==> config.mk <==
export PLATFORM = sky130hd
export DESIGN_NAME = vn_output_collector
export DESIGN_NICKNAME = d
export VERILOG_FILES = /design/src/rtl/vn_collector_pkg.sv /design/src/rtl/vn_result_fifo.sv /design/src/rtl/vn_output_collector.sv
export SDC_FILE = /design/constraint.sdc
export NUM_CORES = 1
export LEC_CHECK = 0
export ABC_AREA = 1
export BUFFER_PORTS_ARGS = -buffer_cell sky130_fd_sc_hd__buf_2
export CAP_MARGIN = 20
export CORE_AREA = 2 2 251 439
export DETAILED_ROUTE_END_ITERATION = 8
export DIE_AREA = 0 0 253 441
export GPL_TIMING_DRIVEN = 0
export SYNTH_ARGS = -nofsm -noshare
export SYNTH_HDL_FRONTEND = slang
export SYNTH_SLANG_ARGS = --single-unit
==> constraint.sdc <==
create_clock -name clk -period 5 [get_ports clk]
set_input_delay 0.75 -clock clk [delete_from_list [all_inputs] [get_ports clk]]
set_output_delay 0.75 -clock clk [all_outputs]
set_load 0.05 [all_outputs]
==> src/rtl/vn_collector_pkg.sv <==
// Shared constants, lane-index width helper and FIFO entry type for the VN output collector.
package vn_collector_pkg;

  localparam int unsigned VN_DATA_W     = 24;
  localparam int unsigned VN_NUM_SW     = 8;
  localparam int unsigned VN_FIFO_DEPTH = 16;
  localparam int unsigned VN_CNT_W      = 16;

  // Bits needed to address every lane (two lanes per adder switch)
  function automatic int unsigned lane_w(input int unsigned num_sw);
    return (num_sw < 1) ? 1 : $clog2(2 * num_sw);
  endfunction

  localparam int unsigned VN_LANE_W = lane_w(VN_NUM_SW);

  typedef struct packed {
    logic [VN_LANE_W-1:0] lane;
    logic [VN_DATA_W-1:0] data;
  } vn_entry_t;

endpackage

==> src/rtl/vn_result_fifo.sv <==
// Show-ahead result FIFO: head entry is visible combinationally, zero while empty.
module vn_result_fifo #(
  parameter int unsigned WIDTH = 28,
  parameter int unsigned DEPTH = 16
) (
  input  logic                         clk,
  input  logic                         rst,
  input  logic                         clear,
  input  logic                         push,
  input  logic                         pop,
  input  logic [WIDTH-1:0]             din,
  output logic [WIDTH-1:0]             dout,
  output logic [$clog2(DEPTH):0]       count,
  output logic                         full,
  output logic                         empty
);

  localparam int unsigned PTR_W = $clog2(DEPTH);
  localparam int unsigned CNT_W = PTR_W + 1;

  logic [WIDTH-1:0] mem [DEPTH];
  logic [PTR_W-1:0] wr_ptr;
  logic [PTR_W-1:0] rd_ptr;
  logic             do_push;
  logic             do_pop;

  assign empty   = (count == '0);
  assign full    = (count == CNT_W'(DEPTH));
  assign do_pop  = pop && !empty;
  // A push into a full FIFO is only legal when the head leaves in the same cycle
  assign do_push = push && (!full || do_pop);
  assign dout    = empty ? '0 : mem[rd_ptr];

  always_ff @(posedge clk) begin
    if (do_push && !clear) begin
      mem[wr_ptr] <= din;
    end
  end

  always_ff @(posedge clk or negedge rst) begin
    if (!rst) begin
      wr_ptr <= '0;
      rd_ptr <= '0;
      count  <= '0;
    end else if (clear) begin
      wr_ptr <= '0;
      rd_ptr <= '0;
      count  <= '0;
    end else begin
      if (do_push) begin
        wr_ptr <= wr_ptr + PTR_W'(1);
      end
      if (do_pop) begin
        rd_ptr <= rd_ptr + PTR_W'(1);
      end
      case ({do_push, do_pop})
        2'b10:   count <= count + CNT_W'(1);
        2'b01:   count <= count - CNT_W'(1);
        default: count <= count;
      endcase
    end
  end

endmodule

==> src/rtl/vn_output_collector.sv <==
// Collects per-switch VN result lanes, serialises them lowest lane first into a
// result FIFO and drains {lane, value} pairs over a valid/ready handshake.
module vn_output_collector
  import vn_collector_pkg::*;
#(
  parameter int unsigned DATA_TYPE  = VN_DATA_W,
  parameter int unsigned NUM_SW     = VN_NUM_SW,
  parameter int unsigned FIFO_DEPTH = VN_FIFO_DEPTH,
  parameter int unsigned CNT_W      = VN_CNT_W
) (
  input  logic                              clk,
  input  logic                              rst,
  input  logic [2*DATA_TYPE*NUM_SW-1:0]     i_vn,
  input  logic [2*NUM_SW-1:0]               i_vn_valid,
  input  logic                              i_clear,
  input  logic                              i_ready,
  output logic                              o_valid,
  output logic [DATA_TYPE-1:0]              o_data,
  output logic [lane_w(NUM_SW)-1:0]         o_lane,
  output logic                              o_busy,
  output logic                              o_overflow,
  output logic [CNT_W-1:0]                  o_result_cnt
);

  localparam int unsigned NUM_LANES = 2 * NUM_SW;
  localparam int unsigned LANE_W    = lane_w(NUM_SW);
  localparam int unsigned ENTRY_W   = LANE_W + DATA_TYPE;

  logic [NUM_LANES-1:0] pending;
  logic [DATA_TYPE-1:0] stage [NUM_LANES];
  logic [LANE_W-1:0]    sel;
  logic                 sel_found;
  logic [NUM_LANES-1:0] push_mask;
  logic                 push;
  logic                 pop;
  logic                 accept;
  logic                 fifo_full;
  logic                 fifo_empty;
  logic [ENTRY_W-1:0]   fifo_din;
  logic [ENTRY_W-1:0]   fifo_dout;
  logic [$clog2(FIFO_DEPTH):0] fifo_count;

  // Fixed-priority encoder: lowest pending lane wins
  always_comb begin
    sel       = '0;
    sel_found = 1'b0;
    for (int i = 0; i < int'(NUM_LANES); i++) begin
      if (pending[i] && !sel_found) begin
        sel       = LANE_W'(i);
        sel_found = 1'b1;
      end
    end
  end

  assign pop       = o_valid && i_ready;
  assign push      = (pending != '0) && (!fifo_full || pop);
  assign push_mask = push ? (NUM_LANES'(1) << sel) : '0;
  // New input fits once the last pending lane leaves in this very cycle
  assign accept    = ((pending & ~push_mask) == '0);
  assign fifo_din  = {sel, stage[sel]};

  always_ff @(posedge clk or negedge rst) begin
    if (!rst) begin
      pending      <= '0;
      o_overflow   <= 1'b0;
      o_result_cnt <= '0;
    end else if (i_clear) begin
      pending      <= '0;
      o_overflow   <= 1'b0;
      o_result_cnt <= '0;
    end else begin
      if (accept) begin
        pending <= i_vn_valid;
      end else begin
        pending <= pending & ~push_mask;
        if (i_vn_valid != '0) begin
          o_overflow <= 1'b1;
        end
      end
      if (pop) begin
        o_result_cnt <= o_result_cnt + CNT_W'(1);
      end
    end
  end

  // Staged values only change for lanes flagged valid in an accepted input
  always_ff @(posedge clk or negedge rst) begin
    if (!rst) begin
      for (int i = 0; i < int'(NUM_LANES); i++) begin
        stage[i] <= '0;
      end
    end else if (!i_clear && accept) begin
      for (int i = 0; i < int'(NUM_LANES); i++) begin
        if (i_vn_valid[i]) begin
          stage[i] <= i_vn[i*DATA_TYPE +: DATA_TYPE];
        end
      end
    end
  end

  vn_result_fifo #(
    .WIDTH (ENTRY_W),
    .DEPTH (FIFO_DEPTH)
  ) u_fifo (
    .clk   (clk),
    .rst   (rst),
    .clear (i_clear),
    .push  (push),
    .pop   (pop),
    .din   (fifo_din),
    .dout  (fifo_dout),
    .count (fifo_count),
    .full  (fifo_full),
    .empty (fifo_empty)
  );

  assign o_valid           = !fifo_empty;
  assign {o_lane, o_data}  = fifo_dout;
  assign o_busy            = (pending != '0) || (fifo_count != '0);

endmodule

Word level (Yosys, flattened, before mapping)
Memory sizes are Yosys's and may differ from the RTL's.
Cells that the tools add are included.
{"block": "word_totals", "reg_bits": 430, "latch_bits": 0, "ram_bits": 448, "rom_bits": 0, "inputBits": 404, "output_inout_bits": 47, "wordCells": 156, "mem_count": 1}
{"block": "op_classes", "n_addsub": 5, "mul": 0, "n_div": 0, "n_lt_le_gt_ge": 1, "n_eq_ne": 4, "shift": 1, "mux": 50, "bitwise": 3, "reduce_logical": 69}
{"memory": "u_fifo.mem", "words": 16, "word_bits": 28, "read_ports": 1, "rd_clocked_by_memory_dff": 0, "wr": 1, "line": "vn_result_fifo.sv:21", "source": "logic [WIDTH-1:0] mem [DEPTH];"}
{"operator": "$bmux W24 S4", "n": 1}
{"operator": "$mux W16", "n": 5}
{"operator": "$mux W4", "n": 17}
{"operator": "$mux W24", "n": 2}
{"operator": "$reduce_and A2 Y1", "n": 17}
{"operator": "$reduce_bool A16 Y1", "n": 2}
{"operator": "$mux W28", "n": 1}
{"operator": "$logic_and A1 B1 Y1", "n": 21}
{"operator": "$mux W1", "n": 21}
{"operator": "$logic_not A1 Y1", "n": 18}
{"operator": "$add A16 B1 Y16 const B", "n": 1}
{"operator": "$and A16 B16 Y16", "n": 1}
{"operator": "$logic_not A16 Y1", "n": 1}
{"operator": "$not A16 Y16", "n": 1}
{"operator": "$shl A1 B4 Y16 const A", "n": 1}
{"operator": "$pmux W5 S2", "n": 1}
{"operator": "$add A4 B1 Y4 const B", "n": 2}
{"operator": "$reduce_bool A2 Y1", "n": 4}
{"operator": "$add A5 B1 Y5 const B", "n": 1}
{"operator": "$eq A5 B5 Y1 const B", "n": 1}
{"operator": "$ge A5 B5 Y1 const B", "n": 1}
{"operator": "$logic_not A5 Y1", "n": 1}
{"operator": "$mux W5", "n": 1}
{"operator": "$not A4 Y5", "n": 1}
{"operator": "8 further kinds", "n": 10}

Longest topological paths before layout
Gate-level depths: netlist of the first run.
{"block": "logic_depth", "ltp_word": 53, "mapped_depth": 20, "depth_no_buf": 17}

Cells and area by module
From an unflattened synthesis of the first run, not the netlist that was laid out.
{"block": "hier_totals", "hier_cells": 4106, "area_unflattened_um2": 39549.2}
{"module": "vn_output_collector", "n_inst": 1, "cells_each": 2490, "area_each_um2": 20614.8, "seq_area_each_um2": 10435.0}
{"module": "vn_result_fifo", "n_inst": 1, "cells_each": 1616, "area_each_um2": 18934.4, "seq_area_each_um2": 13778.2}

Least setup slack after synthesis of the first run
No wires, ideal clock.
{"block": "synth_timing", "kind": "reg-to-reg", "start": "register u_fifo.count[0]", "end": "memory u_fifo.mem[10][0], enable pin", "setup_time_ns": 0.448, "t_arrival_ns": 3.419, "t_required_ns": 4.552, "slack_ns": 1.133, "path_stages_with_launch": 12, "n_path_buf": 1, "synth_period_minus_slack_ns": 3.867, "cell_sequence": "dfrtp_1 > inv_2 > nand4_1 > nor2_1 > inv_2 > nand2_1 > nand2_1 > nand2_1 > buf_2 > nor2_1 > inv_1 > nor3_1"}
{"block": "synth_via", "elab_chain_len": 9, "word_cells_on_any_way": 13, "cone_classes": "1 x eq/ne; 2 x mux; 10 x reduce/logical"}
{"element": "start, declared", "line": "vn_result_fifo.sv:13", "source": "output logic [$clog2(DEPTH):0] count,"}
{"element": "start signal, assigned", "line": "vn_result_fifo.sv:57", "source": "2'b10: count <= count + CNT_W'(1);"}
{"element": "start signal, assigned", "line": "vn_result_fifo.sv:58", "source": "2'b01: count <= count - CNT_W'(1);"}
{"element": "start signal, assigned", "line": "vn_result_fifo.sv:59", "source": "default: count <= count;"}
{"element": "$logic_not A5 Y1 (*)", "line": "vn_result_fifo.sv:27", "source": "assign empty = (count == '0);"}
{"element": "$logic_not A1 Y1 (*)", "line": "vn_output_collector.sv:117", "source": "assign o_valid = !fifo_empty;"}
{"element": "via o_valid", "line": "vn_output_collector.sv:17", "source": "output logic o_valid,"}
{"element": "$logic_and A1 B1 Y1", "line": "vn_output_collector.sv:55", "source": "assign pop = o_valid && i_ready;"}
{"element": "$logic_or A1 B1 Y1 / $logic_and A1 B1 Y1 (equally long branches)", "line": "vn_output_collector.sv:56, vn_result_fifo.sv:29"}
{"element": "$logic_and A1 B1 Y1 / $logic_or A1 B1 Y1 (equally long branches)", "line": "vn_output_collector.sv:56, vn_result_fifo.sv:31"}
{"element": "$logic_and A1 B1 Y1 (*)", "line": "vn_result_fifo.sv:31", "source": "assign do_push = push && (!full || do_pop);"}
{"element": "$logic_and A1 B1 Y1 (*)", "line": "vn_result_fifo.sv:35", "source": "if (do_push && !clear) begin"}
{"element": "$mux W1 (*)", "line": "vn_result_fifo.sv:35"}
{"element": "$mux W1 (implied by the code) (*)", "line": "vn_result_fifo.sv:36", "source": "mem[wr_ptr] <= din;"}
{"element": "end, declared", "line": "vn_result_fifo.sv:21"}
Mark *: on every way through the listed nets, which the timed path passes. The rest lies on a longest branch.

Worst setup path after layout of the first run
{"block": "layout_timing", "start": "register pending[6]", "end": "memory u_fifo.mem[0][13], data pin"}
{"block": "layout_via", "elab_chain_len": 33, "word_cells_on_any_way": 42, "cone_classes": "22 x mux; 1 x bitwise; 19 x reduce/logical"}
{"element": "start, declared", "line": "vn_output_collector.sv:29", "source": "logic [NUM_LANES-1:0] pending;"}
{"element": "start signal, assigned", "line": "vn_output_collector.sv:73", "source": "pending <= i_vn_valid;"}
{"element": "start signal, assigned", "line": "vn_output_collector.sv:75", "source": "pending <= pending & ~push_mask;"}
{"element": "$logic_and A1 B1 Y1 (*)", "line": "vn_output_collector.sv:48", "source": "if (pending[i] && !sel_found) begin"}
{"element": "$mux W1", "line": "vn_output_collector.sv:48"}
{"element": "$logic_not A1 Y1", "line": "vn_output_collector.sv:48"}
{"element": "$logic_and A1 B1 Y1", "line": "vn_output_collector.sv:48"}
{"element": "$mux W1", "line": "vn_output_collector.sv:48"}
{"element": "$logic_not A1 Y1", "line": "vn_output_collector.sv:48"}
{"element": "$logic_and A1 B1 Y1", "line": "vn_output_collector.sv:48"}
{"element": "$mux W1", "line": "vn_output_collector.sv:48"}
{"element": "[18 not listed]"}
{"element": "$logic_not A1 Y1", "line": "vn_output_collector.sv:48"}
{"element": "$logic_and A1 B1 Y1", "line": "vn_output_collector.sv:48"}
{"element": "$mux W4 (*)", "line": "vn_output_collector.sv:48"}
{"element": "via fifo_din[24]", "line": "vn_output_collector.sv:39", "source": "logic [ENTRY_W-1:0] fifo_din;"}
{"element": "$not A4 Y5 (implied by the code) (*)", "line": "vn_output_collector.sv:60", "source": "assign fifo_din = {sel, stage[sel]};"}
{"element": "$bmux W24 S4 (*)", "line": "vn_output_collector.sv:60"}
{"element": "$mux W24 (implied by the code) (*) (2 in series)", "line": "vn_output_collector.sv:60"}
{"element": "via fifo_din[13]", "line": "vn_output_collector.sv:39"}
Mark *: on every way through the listed nets, which the timed path passes. The rest lies on a longest branch. The select of a mux whose other input is x is not followed.

==> qor.json, run 1 <==
{
  "drv_slew": 0,
  "critical_path.most_common_cell": "sky130_fd_sc_hd__nand3_1",
  "setup.reg_to_reg.worst_slack_ns": 0.07,
  "synth_warnings": 0,
  "max_slew.worst_pin.slew_ns": 1.26,
  "worst-endpoint-arrival_ns": 5.32,
  "fin_crit_ns": 4.93,
  "ys.flop_type": "sky130_fd_sc_hd__edfxtp_1",
  "clk_path_buf_depth": 3,
  "die_w_um": 253,
  "placement_rows": 160,
  "cap_violations": 0,
  "slew-limit-headroom_pct": 15.8,
  "biggest_area_contributors_in_the_synthesized_netlist": "sky130_fd_sc_hd__edfxtp_1 35%, sky130_fd_sc_hd__dfrtp_1 28%, sky130_fd_sc_hd__nand2_1 9.7%",
  "drt_first_iter_violations": 3479,
  "setup_tns_ns": 0,
  "synthArstFlopShare_pct": 49.0,
  "antenna_left": 0,
  "layout.filler_cells": 10700,
  "min_delay_worst_endpoint": "stage[60]",
  "overall_via_count_from_detail_route": 33600,
  "synth_edf_count": 448,
  "syn_avg_cell_area_um2": 10.2,
  "netlist_area_mm2": 0.0386,
  "drive_gt1_share_pct": 17.4,
  "initial_antenna_violation_count": 10,
  "crit_chain": "nor2_1, nand2_1, nor2_8, nand3_1, nand3_1, nor2_2, nand3_2, nor2_4, clkbuf_1, a22oi_1, nand4_1, nand3_1, nand2_1",
  "top_area_cell_type_share_of_the_netlist_area_pct": 34.8,
  "detail_route.vias_per_cell": 5.78,
  "r2r_start": "pending[6]",
  "outcome": "finished clean",
  "detail_route.drc_violations": 0,
  "grt.total_usage_pct": 30.3,
  "postSynthNetCount": 4203,
  "synthToLayoutAreaGrowth_pct": 20.0,
  "synth_commonest_cells": "1001 x sky130_fd_sc_hd__nand2_1, 472 x sky130_fd_sc_hd__nand4_1, 448 x sky130_fd_sc_hd__edfxtp_1",
  "worstSetupPathType": "flop to flop",
  "pin_count": 451,
  "rr_worst_depth": 13,
  "grt_pass1_vias": 33500,
  "crit_family": "simple AND/OR/NAND/NOR gates",
  "worst_hold_path.num_cells": 3,
  "global_route_wire_length_before_repair_um": 237000,
  "die_area_mm2": 0.112,
  "syn_inst": 3789,
  "layout_worst_path_cycle_share_pct": 98.7,
  "ctsHtreeMaxLevel": 3,
  "firstDrtPassIters": 6,
  "cts.clk_slew.worst_paths_ns": 0.07,
  "tritoncts": "done",
  "cell_at_the_slowest_stage_of_the_critical_path": "sky130_fd_sc_hd__clkbuf_1",
  "start_util_pct": 35.7,
  "place_inst": 5658,
  "final_cell_count_no_fill": 5813,
  "maximum_number_of_pins_on_one_net_before_global_route_repair": 108,
  "clock-sinks": 878,
  "crit_path_buf_inv_count": 1,
  "routed_wire_per_std_cell_um": 29.4,
  "kind_of_end_point_of_the_critical_path": "flop",
  "number_of_distinct_library_cell_variants_in_the_gate_level_netlist_after_synthesis": 44,
  "wl_um": 171000,
  "leading_area_contributor_after_synthesis": "sky130_fd_sc_hd__edfxtp_1",
  "nets": 4776,
  "gp_congestion": 1.00,
  "later_pin_clock_latency_in_the_skew_report_ns": 0.70,
  "worstPathRequired_ns": 5.39,
  "core-area_mm2": 0.108,
  "max_freq_mhz": 203,
  "worst_path_largest_cell_delay_ns": 0.85,
  "place.detailed.hpwl_um": 133000,
  "synth_most_common_cell": "sky130_fd_sc_hd__nand2_1",
  "hold_start": "i_vn[324]",
  "fin_worst_skew_ns": 0.0358,
  "synth_seq_cells": 878,
  "postCtsSetupRepairBufs": 0,
  "grt_setup_unrepaired": "no",
  "worst_r2r_endpoint": "u_fifo.mem[0][13]",
  "globalRouteOverflowTotal": 0,
  "startpoint_type": "flop",
  "number_of_buffers_inserted_during_clock_tree_synthesis": 79,
  "crit_path_max_fanout": 19,
  "die_h_um": 441,
  "clk_root_buffer_cell": "sky130_fd_sc_hd__clkbuf_16",
  "setup_viol": 0,
  "numPortBuffers": 434,
  "min_path_type": "primary input to flop",
  "synth_sequential_area_ratio_pct": 62.7,
  "timing_hold_violations_final": 0
}
logic make-up (layout without fill, tap and decap cells):
logic type / Yosys count / in the layout / synth area share, %
xor gates and xnor gates: 4 / 4 / 0.0907
buffers and inverters: 382 / 1022 / 4.63
DFF: 878 / 878 / 62.7
other: 0 / 7 / 0
AOI/OAI and AO/OA: 574 / 574 / 9.15
adders and majority gates: 10 / 10 / 0.343
and+or+nand+nor: 1941 / 1941 / 23.1
worst min-delay path, cell delays in order:
cell                      delay, ns
sky130_fd_sc_hd__buf_2         0.09
sky130_fd_sc_hd__nand4_1       0.07
sky130_fd_sc_hd__nand2_1       0.05
layout by cell type (no fill, tap or decap), types with 7 or more instances in the layout:
cell type | netlist | final
sky130_fd_sc_hd__a22oi_1 | 110 | 110
sky130_fd_sc_hd__ha_1 | 9 | 9
sky130_fd_sc_hd__a21oi_1 | 47 | 47
sky130_fd_sc_hd__buf_8 | 2 | 21
sky130_fd_sc_hd__clkinv_1 | 4 | 12
sky130_fd_sc_hd__buf_2 | 40 | 474
sky130_fd_sc_hd__o22ai_1 | 31 | 31
sky130_fd_sc_hd__clkinvlp_4 | 0 | 7
sky130_fd_sc_hd__nand3_4 | 9 | 9
sky130_fd_sc_hd__buf_6 | 34 | 64
sky130_fd_sc_hd__diode_2 | 0 | 7
sky130_fd_sc_hd__edfxtp_1 | 448 | 448
sky130_fd_sc_hd__o21ai_0 | 277 | 277
sky130_fd_sc_hd__nor3_1 | 30 | 18
sky130_fd_sc_hd__buf_1 | 40 | 32
sky130_fd_sc_hd__clkbuf_2 | 0 | 14
sky130_fd_sc_hd__clkbuf_8 | 0 | 10
sky130_fd_sc_hd__nand2_1 | 1001 | 997
sky130_fd_sc_hd__inv_1 | 54 | 54
sky130_fd_sc_hd__bufinv_16 | 0 | 11
sky130_fd_sc_hd__clkbuf_16 | 0 | 83
sky130_fd_sc_hd__buf_4 | 7 | 8
sky130_fd_sc_hd__o221ai_1 | 84 | 84
sky130_fd_sc_hd__nand4_1 | 472 | 472
sky130_fd_sc_hd__o21ai_1 | 14 | 14
sky130_fd_sc_hd__nor2_1 | 284 | 280
sky130_fd_sc_hd__dfrtp_1 | 430 | 430
sky130_fd_sc_hd__clkinv_2 | 0 | 11
sky130_fd_sc_hd__nor3_2 | 1 | 13
sky130_fd_sc_hd__clkbuf_1 | 199 | 198
sky130_fd_sc_hd__nand3_1 | 121 | 121
flip-flops by register name, indices dropped and copies added (netlist names):
signal and cells:
o_overflow 1, o_result_cnt 16, pending 16, stage 384, u_fifo.count 5, u_fifo.mem 448, u_fifo.rd_ptr 4, u_fifo.wr_ptr 4
routing by layer:
metal / vias to the layer above / part of all wire (%) / track usage [%]
met5: - / 0.0064 / 0
met4: 2 / 10 / 27.4
met3: 521 / 7.3 / 4.85
met2: 1948 / 49 / 52.5
met1: 16300 / 33 / 31.5
li1: 14800 / - / -
what timing repair did:
item | in CTS | in global routing
setup endpoints to repair | 44 | 323
endpoints found under the hold margin | 62 | 0
hold buffers | 1 | 0
gates resized for setup | 9 | 26
metrics by stage:
stage | utilization [%] | worst slack (ns) | hold slack, ns | instance area (um2)
after CTS | 42.8 | 0.0150 | 0.264 | 46300
after floorplan | - | 1.13 | 0.442 | 38600
after global routing | 42.9 | 0.0391 | 0.299 | 46300
after global placement | 39.3 | -5.86 | 0.454 | 42500
after detailed placement | 40.2 | -0.0837 | 0.459 | 43400
final | 42.9 | 0.0655 | 0.299 | 46300
area by class of cell:
class	count	area, um2	share of cell area, %
flip-flops and latches	878	24200	52.2
multi-input cells	2529	12700	27.4
repair buffers	493	3030	6.53
clock buffers	104	2260	4.87
well taps	1377	1720	3.72
plain buffers	321	1610	3.46
clock inverters	44	568	1.23
inverters	60	225	0.486
diodes	7	17.5	0.0378
how the worst max path moves through the flow:
stage,startpoint,to,slack (ns),depth (start not counted)
4_1_cts,pending[6],u_fifo.mem[2][14],0.02,14
5_1_grt,u_fifo.rd_ptr[1],o_lane[2],0.04,8
3_3_place_gp,rst,o_result_cnt[15],-5.86,1
2_1_floorplan,u_fifo.count[0],u_fifo.mem[10][0],1.13,11
3_5_place_dp,pending[6],u_fifo.mem[3][18],-0.08,14
6_report,pending[6],u_fifo.mem[0][13],0.07,13
Power of run 1 is left out: the tool's default activity adds up to more than one toggle a clock period on the data nets, which glitch-free logic cannot reach.
==> run 2: changes to the inputs <==
- clock period: 5 -> 4.39 ns (I/O delays scaled with it)
==> run 2 against run 1 <==
Count of clock-buffer cells in the layout is the same. Largest cell class unchanged. Final area grew 0.32%. Cell count is essentially flat. Sequential share of layout area shrank 0.17 points. Register-to-register slack gained 0.04 ns. Critical path type is now flop to output pin. Worst setup slack lost 0.012 ns. First-iteration DRC count shrank 0.40%. Core utilization grew 0.14 points. Clock skew grew 0.0025 ns. Via count grew 0.35%. Flip-flop and latch count is the same.
==> qor.json, run 2 (same netlist as run 1, synthesis figures left out) <==
{
  "outcome": "finished clean",
  "place.detailed.hpwl_um": 133000,
  "layout_worst_path_cycle_share_pct": 98.8,
  "overall_via_count_from_detail_route": 33700,
  "clk_root_buffer_cell": "sky130_fd_sc_hd__clkbuf_16",
  "most-common-layout-cells": "979 x sky130_fd_sc_hd__nand2_1, 479 x sky130_fd_sc_hd__buf_2, 472 x sky130_fd_sc_hd__nand4_1",
  "layout_commonest_cell": "sky130_fd_sc_hd__nand2_1",
  "worst_path_largest_cell_delay_ns": 0.64,
  "ff_latch_area_mm2": 0.0242,
  "r2r_start": "pending[0]",
  "worst_hold_path.num_cells": 3,
  "dpl-instance-area_mm2": 0.0434,
  "cell_at_the_slowest_stage_of_the_critical_path": "sky130_fd_sc_hd__dfrtp_1",
  "cts.clk_slew.worst_paths_ns": 0.07,
  "number_of_buffers_inserted_during_clock_tree_synthesis": 79,
  "clock-sinks": 878,
  "die_area_mm2": 0.112,
  "worst_r2r_endpoint": "u_fifo.mem[6][5]",
  "hold_start": "i_vn[324]",
  "core-area_mm2": 0.108,
  "crit_family": "buffers and inverters",
  "start_util_pct": 35.7,
  "detail_route.drc_violations": 0,
  "tritoncts": "done",
  "placement_rows": 160,
  "grt_pass1_vias": 33500,
  "maximum_number_of_pins_on_one_net_before_global_route_repair": 108,
  "min_delay_worst_endpoint": "stage[60]",
  "numPortBuffers": 434,
  "startpoint_type": "flop",
  "crit_path_buf_inv_count": 3,
  "die_w_um": 253,
  "wl_um": 171000,
  "max_slew.worst_pin.slew_ns": 1.30,
  "crit_path_max_fanout": 10,
  "placement.setup.worst_slack_ns": -0.694,
  "nets": 4777,
  "worstSetupPathType": "flop to output pin",
  "drv_slew": 0,
  "reg_top3": "u_fifo.mem (448), stage (384)",
  "multi_input_area_mm2": 0.0128,
  "die_h_um": 441,
  "grt.total_usage_pct": 30.3,
  "fin_crit_ns": 4.34,
  "detail_route.vias_per_cell": 5.80,
  "setup.reg_to_reg.worst_slack_ns": 0.11,
  "setup_viol": 0,
  "drt_first_iter_violations": 3465,
  "register_with_the_most_flip_flops": "u_fifo.mem",
  "pin_count": 451,
  "postCtsSetupRepairBufs": 0,
  "min_path_type": "primary input to flop",
  "initial_antenna_violation_count": 11,
  "later_pin_clock_latency_in_the_skew_report_ns": 0.70,
  "flip_flop_count_of_the_largest_register_all_copies_and_words_added": 448,
  "cap_violations": 0,
  "max_freq_mhz": 231,
  "gp_congestion": 1.00,
  "timing_hold_violations_final": 0,
  "slew-limit-headroom_pct": 13.2,
  "globalRouteOverflowTotal": 0,
  "drive_gt1_share_pct": 18.7,
  "grt_setup_unrepaired": "no",
  "final_critical_path_setup_slack_ns": 0.0532,
  "global_route_wire_length_before_repair_um": 237000,
  "firstDrtPassIters": 6,
  "clk_path_buf_depth": 3,
  "routed_wire_per_std_cell_um": 29.4,
  "crit_chain": "clkbuf_2, clkbuf_1, o21ai_0, o221ai_1, nand3_1, a21oi_1, buf_2",
  "worstPathRequired_ns": 3.73,
  "fin_worst_skew_ns": 0.0383,
  "antenna_left": 0,
  "layout.filler_cells": 10600,
  "synthToLayoutAreaGrowth_pct": 20.4,
  "worst-endpoint-arrival_ns": 3.68,
  "rr_worst_depth": 15,
  "ctsHtreeMaxLevel": 3,
  "post_layout_inst_area_mm2": 0.0465,
  "kind_of_end_point_of_the_critical_path": "output pin"
}
## run 2: cell types whose count changed in the layout (fill, tap and decap cells not counted), sizes merged
| cell | previous run | this run |
|---|---|---|
| clkbuf | 305 | 302 |
| clkdlybuf4s15 | 4 | 3 |
| diode | 7 | 8 |
| buf | 608 | 613 |
## run 2: worst max-delay path by stage
stage / start / endpoint / depth (start not counted) / slack, ns
floorplan: u_fifo.count[0] / u_fifo.mem[10][0] / 11 / 0.52
global placement: rst / o_result_cnt[15] / 1 / -6.38
detailed placement: pending[6] / u_fifo.mem[3][18] / 14 / -0.69
CTS: pending[0] / u_fifo.mem[2][11] / 14 / -0.01
global route: pending[0] / u_fifo.mem[2][14] / 16 / 0.01
finish: u_fifo.rd_ptr[1] / o_data[0] / 7 / 0.05
## run 2: repair_timing
item | in CTS | in global routing
endpoints found under the hold margin | 63 | 0
hold buffers | 1 | 0
gates resized for setup | 76 | 26
setup endpoints to repair | 412 | 363
## run 2: layout make-up
class	count	share of cell area (%)
Sequential cell	878	52.1
Multi-Input combinational cell	2529	27.6
Timing Repair Buffer	493	6.51
Clock buffer	104	4.85
Tap cell	1377	3.71
Buffer	322	3.55
Clock inverter	44	1.22
Inverter	60	0.487
Antenna cell	8	0.0431
## run 2: stage by stage
stage | TNS [ns] | util [%] | instances | hold slack, ns
6_report | 0 | 43.0 | 5815 | 0.215
3_3_place_gp | -3579.52 | 39.3 | 5600 | 0.454
2_1_floorplan | 0 | - | 3789 | 0.363
5_1_grt | 0 | 43.0 | 5814 | 0.215
3_5_place_dp | -156.65 | 40.2 | 5658 | 0.459
4_1_cts | -0.0825 | 42.9 | 5807 | 0.172
## run 2: metal layers
metal  GRT usage [%]  wire length (um)  part of all wire, %  up-vias
met5               0                27                0.016        -
met4            28.4             18600                   11        4
met3            4.57             11800                  6.9      558
met2            52.3             83800                   49     1873
met1            31.5             56700                   33    16500
li1                -                 -                    -    14800
## run 2: worst reg2reg max path, cell delays in order, from the launching register on
cell and delay [ns]:
sky130_fd_sc_hd__dfrtp_1 0.43, sky130_fd_sc_hd__nor2_2 0.17, sky130_fd_sc_hd__nand2_4 0.11, sky130_fd_sc_hd__nor3_1 0.29
sky130_fd_sc_hd__o21ai_0 0.15, sky130_fd_sc_hd__o21ai_0 0.15, sky130_fd_sc_hd__nor2_1 0.15, sky130_fd_sc_hd__nand2_4 0.29
sky130_fd_sc_hd__nand2_1 0.10, sky130_fd_sc_hd__clkinv_1 0.12, sky130_fd_sc_hd__buf_2 0.30, sky130_fd_sc_hd__clkdlybuf4s15_2 0.61
sky130_fd_sc_hd__nand2_1 0.12, sky130_fd_sc_hd__nand4_1 0.11, sky130_fd_sc_hd__nand3_1 0.40, sky130_fd_sc_hd__nand2_2 0.51
Power of run 2 is left out for the same reason.
